### src/rtl/layer_result_sequencer_if.sv
// Handshake and result bus between the layer sequencer, the neuron processing
// unit and the next layer. The sequencer is the slave side.
interface layer_result_sequencer_if #(
    parameter int SEL_W   = 4,
    parameter int VEC_LEN = 62
);
    logic                   go;
    logic                   pu_ready;
    logic [7:0]             pu_out;
    logic                   pu_start;
    logic [SEL_W-1:0]       neuron_sel;
    logic [VEC_LEN*8-1:0]   layer_vec;
    logic [7:0]             max_value;
    logic [SEL_W-1:0]       max_index;
    logic                   layer_done;

    modport master (
        output go, pu_ready, pu_out,
        input  pu_start, neuron_sel, layer_vec, max_value, max_index, layer_done
    );

    modport slave (
        input  go, pu_ready, pu_out,
        output pu_start, neuron_sel, layer_vec, max_value, max_index, layer_done
    );
endinterface

### src/rtl/layer_result_sequencer.sv
// Runs one MLP layer neuron by neuron: starts the processing unit, captures each
// signed byte result into the packed layer vector and tracks the running argmax.
module layer_result_sequencer #(
    parameter int NUM_NEURONS = 10,
    parameter int VEC_LEN     = 62,
    parameter int SEL_W       = (NUM_NEURONS > 1) ? $clog2(NUM_NEURONS) : 1
) (
    input  logic                    clk,
    input  logic                    rst,
    layer_result_sequencer_if.slave bus
);
    typedef enum logic [1:0] {IDLE, START, WAIT, DONE} state_t;

    localparam logic [SEL_W-1:0] LAST_SEL = SEL_W'(NUM_NEURONS - 1);

    state_t                 state;
    logic                   ready_d;
    logic [7:0]             slots [NUM_NEURONS];
    logic signed [7:0]      max_q;
    logic [SEL_W-1:0]       sel_q;
    logic [SEL_W-1:0]       max_idx_q;
    logic                   start_q;
    logic                   done_q;
    logic                   ready_edge;
    logic                   take_max;

    // A ready level that persists across neurons must not be captured twice.
    assign ready_edge = bus.pu_ready & ~ready_d;
    assign take_max   = (sel_q == '0) || ($signed(bus.pu_out) > max_q);

    // NOTE: state registers use non-blocking assignments so every register in
    // this block samples pre-edge values, regardless of statement order.
    always_ff @(posedge clk or negedge rst) begin
        if (!rst) begin
            state     <= IDLE;
            ready_d   <= 1'b1;
            sel_q     <= '0;
            max_q     <= 8'h80;
            max_idx_q <= '0;
            start_q   <= 1'b0;
            done_q    <= 1'b0;
            // NOTE: the slot array is small and its cleared value is visible on
            // layer_vec, so it is reset like ordinary flops rather than left as RAM.
            for (int i = 0; i < NUM_NEURONS; i++) slots[i] <= 8'h00;
        end else begin
            ready_d <= bus.pu_ready;
            start_q <= 1'b0;
            unique case (state)
                IDLE, DONE: begin
                    if (bus.go) begin
                        for (int i = 0; i < NUM_NEURONS; i++) slots[i] <= 8'h00;
                        sel_q     <= '0;
                        max_q     <= 8'h80;
                        max_idx_q <= '0;
                        done_q    <= 1'b0;
                        start_q   <= 1'b1;
                        state     <= START;
                    end
                end
                START: state <= WAIT;
                WAIT: begin
                    if (ready_edge) begin
                        slots[sel_q] <= bus.pu_out;
                        if (take_max) begin
                            max_q     <= bus.pu_out;
                            max_idx_q <= sel_q;
                        end
                        if (sel_q == LAST_SEL) begin
                            done_q <= 1'b1;
                            state  <= DONE;
                        end else begin
                            sel_q   <= sel_q + SEL_W'(1);
                            start_q <= 1'b1;
                            state   <= START;
                        end
                    end
                end
                default: state <= IDLE;
            endcase
        end
    end

    for (genvar i = 0; i < VEC_LEN; i++) begin : g_pack
        if (i < NUM_NEURONS) begin : g_live
            assign bus.layer_vec[8*i +: 8] = slots[i];
        end else begin : g_zero
            assign bus.layer_vec[8*i +: 8] = 8'h00;
        end
    end

    assign bus.pu_start   = start_q;
    assign bus.layer_done = done_q;
    assign bus.neuron_sel = sel_q;
    assign bus.max_value  = max_q;
    assign bus.max_index  = max_idx_q;
endmodule

### src/flat_wrapper.sv
// flat-port wrapper written by rule: the top's interface ports become plain ports
module layer_result_sequencer_flat 
#(
    parameter int NUM_NEURONS = 10,
    parameter int VEC_LEN     = 62,
    parameter int SEL_W       = (NUM_NEURONS > 1) ? $clog2(NUM_NEURONS) : 1
)
  (clk, rst, bus_go, bus_pu_ready, bus_pu_out, bus_pu_start, bus_neuron_sel, bus_layer_vec, bus_max_value, bus_max_index, bus_layer_done);
  layer_result_sequencer_if #(.SEL_W(SEL_W), .VEC_LEN(VEC_LEN)) bus_i ();
  input  logic clk;
  input  logic rst;
  input wire logic [$bits(bus_i.go)-1:0] bus_go;
  input wire logic [$bits(bus_i.pu_ready)-1:0] bus_pu_ready;
  input wire logic [$bits(bus_i.pu_out)-1:0] bus_pu_out;
  output wire logic [$bits(bus_i.pu_start)-1:0] bus_pu_start;
  output wire logic [$bits(bus_i.neuron_sel)-1:0] bus_neuron_sel;
  output wire logic [$bits(bus_i.layer_vec)-1:0] bus_layer_vec;
  output wire logic [$bits(bus_i.max_value)-1:0] bus_max_value;
  output wire logic [$bits(bus_i.max_index)-1:0] bus_max_index;
  output wire logic [$bits(bus_i.layer_done)-1:0] bus_layer_done;
  assign bus_i.go = bus_go;
  assign bus_i.pu_ready = bus_pu_ready;
  assign bus_i.pu_out = bus_pu_out;
  assign bus_pu_start = bus_i.pu_start;
  assign bus_neuron_sel = bus_i.neuron_sel;
  assign bus_layer_vec = bus_i.layer_vec;
  assign bus_max_value = bus_i.max_value;
  assign bus_max_index = bus_i.max_index;
  assign bus_layer_done = bus_i.layer_done;
  layer_result_sequencer #(.NUM_NEURONS(NUM_NEURONS), .VEC_LEN(VEC_LEN), .SEL_W(SEL_W)) u_core (.clk(clk), .rst(rst), .bus(bus_i));
endmodule
### config.mk
export PLATFORM = sky130hd
export DESIGN_NAME = layer_result_sequencer_flat
export DESIGN_NICKNAME = d
export VERILOG_FILES = /design/src/rtl/layer_result_sequencer_if.sv /design/src/rtl/layer_result_sequencer.sv /design/src/flat_wrapper.sv
export SDC_FILE = /design/constraint.sdc
export NUM_CORES = 1
export LEC_CHECK = 0
export BUFFER_PORTS_ARGS = -buffer_cell sky130_fd_sc_hd__buf_2
export CAP_MARGIN = 20
export CORE_AREA = 5 5 203 205
export CTS_BUF_LIST = sky130_fd_sc_hd__clkbuf_8
export DETAILED_ROUTE_END_ITERATION = 7
export DIE_AREA = 0 0 208 210
export HOLD_SLACK_MARGIN = 0.12
export SLEW_MARGIN = 10
export SYNTH_ARGS = -nofsm -noshare
export SYNTH_HDL_FRONTEND = slang
export SYNTH_SLANG_ARGS = --single-unit
### constraint.sdc
create_clock -name clk -period 5.3 [get_ports clk]
set_input_delay 1.06 -clock clk [delete_from_list [all_inputs] [get_ports clk]]
set_output_delay 1.06 -clock clk [all_outputs]
set_load 0.1 [all_outputs]
==> results by stage <==
Global route:
- The first global-routing pass estimated 23700 um of wire.
- The maximum number of pins on one net before global-route repair is 78.
- The number of global-route vias before repair is 3818.
- The global-route congestion overflow total is 0.
- The initial antenna violation count is 1.
- In the global route stage, overall resource usage came out at 6.76%.

Logic synthesis:
- The synthesis warning total is 0.
- Of the post-synthesis cell area, the part taken by muxes is 2.11%.
- Synthesis instantiated 39 different standard cells from the library.
- The post-synthesis cell area is 7350 um2.
- The post-synthesis share of cell area spent on xor and xnor gates is 0.238%.
- After synthesis, the cell types taking the most area are sky130_fd_sc_hd__buf_4 (42%), sky130_fd_sc_hd__dfrtp_1 (34%), sky130_fd_sc_hd__o2bb2ai_1 (9.5%).
- The post-synthesis share of cell area spent on full adders, half adders and majority gates is 2.55%.
- Averaged over all synthesized cells, the footprint is 9.77 um2.
- After Yosys synthesis, and, or, nand and nor cells account for 5.22% of the synthesized area.
- The top cell type by area accounts for 42.5% of the synthesized area.
- The synthesized flop and latch total is 101.
- Summing the areas of all compound-gate instances in the mapped netlist gives 11.2% of the synthesized area.
- Sequential elements use 34.4% of the synthesized area.
- After synthesis, the largest family of logic cells by area is buffers and inverters.
- The cell count after synthesis is 753.
- The largest total area in the synthesized netlist belongs to sky130_fd_sc_hd__buf_4.

CTS:
- The clock latency on the worst-skew pair is 0.38 ns.
- The H-tree was split into 3 levels.
- The hold-fix buffer count after cts is 0.
- The clock tree from TritonCTS is built.
- The clock net in this run drives a total of 101 sinks.
- Counting along the longest clock path gives a buffer depth of 2.
- The number of gates resized after CTS was 0.
- Counting the buffers created by CTS gives 9.
- After clock tree synthesis, the setup repair step added 0 buffers.
- The tree is rooted in a sky130_fd_sc_hd__clkbuf_8.
- The clock transition time at the flip-flop clock pins of the worst setup and hold paths is 0.10 ns.

Place:
- The placed instances occupy a cell area of 6970 um2.
- The HPWL after detailed placement is 13500 um.
- The number of placed cells counting well taps is 1381.
- The final weighted congestion in routability-driven placement is 0.753.
- Buffers placed on the I/O ports in this run total 109.

Worst hold path:
- The path class of the tightest hold or removal check is reg2reg.
- The cell depth of the worst min-delay path is 1.

Detailed routing:
- The first TritonRoute pass finished after 4 iterations.
- The residual DRC count is 0.
- The routed design has 17100 um of wire.
- The final route contains 4210 vias.
- The average detailed-routed wire length per instance is 12.2 um.
- The number of nets with antenna violations after routing is 0.
- The vias per cell is 3.01.
- The detailed router finished its first iteration with 110 violations.

Final layout:
- Summing all flip-flop and latch instances after layout gives 2530 um2.
- The multi-input combinational cells in the finished layout cover a total of 3130 um2.
- The fraction of layout cells with a size suffix above 1 is 17.0%.
- The final layout net count is 895.
- The final design utilization is 18.3%.
- Compared with the post-synthesis result, the final layout area differs by -2.37%.
- The filler cells instantiated in the layout total 4363.
- The cell area after layout is 7180 um2.
- The final antenna diode count is 0.
- Excluding fillers, the count of instances in the completed layout stands at 1398.

Setup path:
- The type of the worst setup path is reg2reg.
- Counting stages on the worst path, the most repeated cell is sky130_fd_sc_hd__inv_1.
- The slowest stage of the critical path is the sky130_fd_sc_hd__nor4_4 cell.
- The reg2reg setup slack is 2.21 ns.
- In this run the critical register-to-register path is captured at u_core.bus.layer_vec[6].
- For the worst setup path, the data arrival time is 3.39 ns.
- Tracing the worst setup path back leads to its startpoint at u_core.state[0].
- The sum of buffers and inverters on the critical path is 3.
- In this run the worst setup path terminates at u_core.bus.layer_vec[6].
- The worst setup path is captured at a register.
- In this run the critical register-to-register path is launched from u_core.state[0].
- The signal on the critical path passes through inv_1 > ha_1 > buf_4 > inv_1 > nor4_4 > nand2_2 > o2bb2ai_1.
- Measured in cells, the most critical reg-to-reg path has a length of 7.
- STA classifies the critical path startpoint as a register.
- The peak fanout along the critical path is 18.
- The largest delay contributor family on the critical path is simple AND/OR/NAND/NOR gates.
- The total stage count of the critical path is 7.
- The required time at the endpoint of the critical path is 5.59 ns.
- The maximum single-stage delay on the critical path is 0.73 ns.

Pwr:
- For this design the static power due to leakage is 3.96 nW.
- The power density normalized to cell area is 510 nW/um2.
- The worst supply voltage drop on vdd is 0.202 mV.

Die:
- The starting density of the core is 18.7%.
- The number of placed I/O pins is 526.
- The die is 208 um wide.
- The die outline area is 43700 um2.
- The count of standard-cell rows is 73.
- The area of the core is 39300 um2.
- The y dimension of the die is 210 um.

Timing:
- The worst path in the final design needs a cycle of 3.09 ns, including I/O delays and setup.
- The worst-margin pin slew is 1.02 ns.
- Static timing analysis puts the maximum clock frequency at 0.323 GHz.
- The worst path uses 58.4% of the clock period.
- The total negative setup slack is 0 ns.
- In this run the tightest slew margin relative to its limit is 30.8%.
- The final-report max-slew violation count is 0.
- Setup repair after global routing left no endpoint under its margin.
- The number of failing setup endpoints in the final timing report is 0.
- The final worst clock skew is 0.0169 ns.
- The final number of hold-violating endpoints is 0.
- The post-route worst hold slack is 0.497 ns.

Flow run:
- The max-capacitance violation count is 0.

Run status:
- The flow ran to the end, and the final reports show no timing, DRC or antenna violations.
routing by layer:
layer / vias up / share of wire [%] / wire (um) / GRT usage, %
met2: 261 / 51 / 8780 / 12.0
met5: - / 0.064 / 11 / 0
met1: 2055 / 36 / 6100 / 7.76
met3: 14 / 12 / 2010 / 2.47
met4: 2 / 1.3 / 218 / 1.79
li1: 1878 / - / - / -
through the flow:
stage	power (mW)	setup slack, ns
2_1_floorplan	3.18	2.65
3_3_place_gp	3.16	2.02
3_5_place_dp	3.18	1.94
4_1_cts	3.67	2.11
5_1_grt	3.80	1.99
6_report	3.66	2.21
registers in the layout, summed over array words and instances (netlist names):
signal                 count
u_core.bus.pu_start        1
u_core.bus.layer_done      1
u_core.state               2
u_core.bus.layer_vec      80
u_core.bus.max_index       4
u_core.bus.neuron_sel      4
u_core.ready_d             1
u_core.bus.max_value       8
worst min-delay path by stage:
| stage | startpoint | end | slack [ns] |
|---|---|---|---|
| floorplan | u_core.state[1] | u_core.state[1] | 0.47 |
| global placement | u_core.bus.layer_vec[2] | u_core.bus.layer_vec[2] | 0.47 |
| detailed placement | u_core.bus.layer_vec[57] | u_core.bus.layer_vec[57] | 0.47 |
| finish | u_core.bus.layer_vec[35] | u_core.bus.layer_vec[35] | 0.50 |
| global route | u_core.bus.layer_vec[74] | u_core.bus.layer_vec[74] | 0.51 |
| CTS | u_core.bus.layer_vec[6] | u_core.bus.layer_vec[6] | 0.50 |
power by group:
| group | leakage [nW] | internal [mW] | switching, mW | total [mW] |
|---|---|---|---|---|
| clock network | 0.0949 | 0.182 | 0.308 | 0.490 |
| logic | 2.47 | 0.243 | 2.07 | 2.32 |
| registers | 1.40 | 0.819 | 0.0319 | 0.851 |
cell usage after synthesis (all sizes together):
library cell,n
o31ai,2
a2bb2oi,1
a22o,1
dfstp,2
o21ai,2
o2bb2ai,80
dfrtp,99
a2111oi,1
conb,1
nand2b,1
a21oi,4
mux2i,14
nand2,56
and4b,1
o221a,1
mux2,1
o22ai,1
a311oi,2
and2,1
clkbuf,3
nand4,3
nor2b,3
ha,15
nor2,9
inv,21
buf,421
nor4,1
xor2,2
nor3,2
a21o,1
or3,1
logic make-up (layout without fill, tap and decap cells):
logic type | Yosys count | after routing
buffers and inverters | 445 | 150
other | 1 | 416
and+or+nand+nor | 78 | 78
adders and majority gates | 15 | 15
muxes | 15 | 15
AOI/OAI and AO/OA | 96 | 96
DFF | 101 | 101
xor gates and xnor gates | 2 | 2
layout make-up:
class | count | share of cell area, %
sequential | 101 | 35.2
inverter | 21 | 1.10
clock inverter | 7 | 0.924
timing repair buffer | 113 | 8.23
tap | 525 | 9.15
multi-input combinational | 622 | 43.6
clock buffer | 9 | 1.73
cells in the final DEF (no fill, tap or decap), types with 2 or more instances in the layout:
cell type	n
sky130_fd_sc_hd__a21oi_1	4
sky130_fd_sc_hd__xor2_1	2
sky130_fd_sc_hd__buf_4	4
sky130_fd_sc_hd__dfrtp_1	99
sky130_fd_sc_hd__mux2i_1	13
sky130_fd_sc_hd__nand4_1	3
sky130_fd_sc_hd__clkbuf_8	9
sky130_fd_sc_hd__inv_1	21
sky130_fd_sc_hd__nor3_1	2
sky130_fd_sc_hd__ha_1	15
sky130_fd_sc_hd__buf_2	108
sky130_fd_sc_hd__o2bb2ai_1	80
sky130_fd_sc_hd__nor2b_1	2
sky130_fd_sc_hd__nand2_1	48
sky130_fd_sc_hd__conb_1	416
sky130_fd_sc_hd__nor2_1	8
sky130_fd_sc_hd__o31ai_1	2
sky130_fd_sc_hd__nand2_2	8
sky130_fd_sc_hd__inv_6	2
sky130_fd_sc_hd__dfstp_2	2
sky130_fd_sc_hd__o21ai_0	2
(Power assumes the default switching activity.)
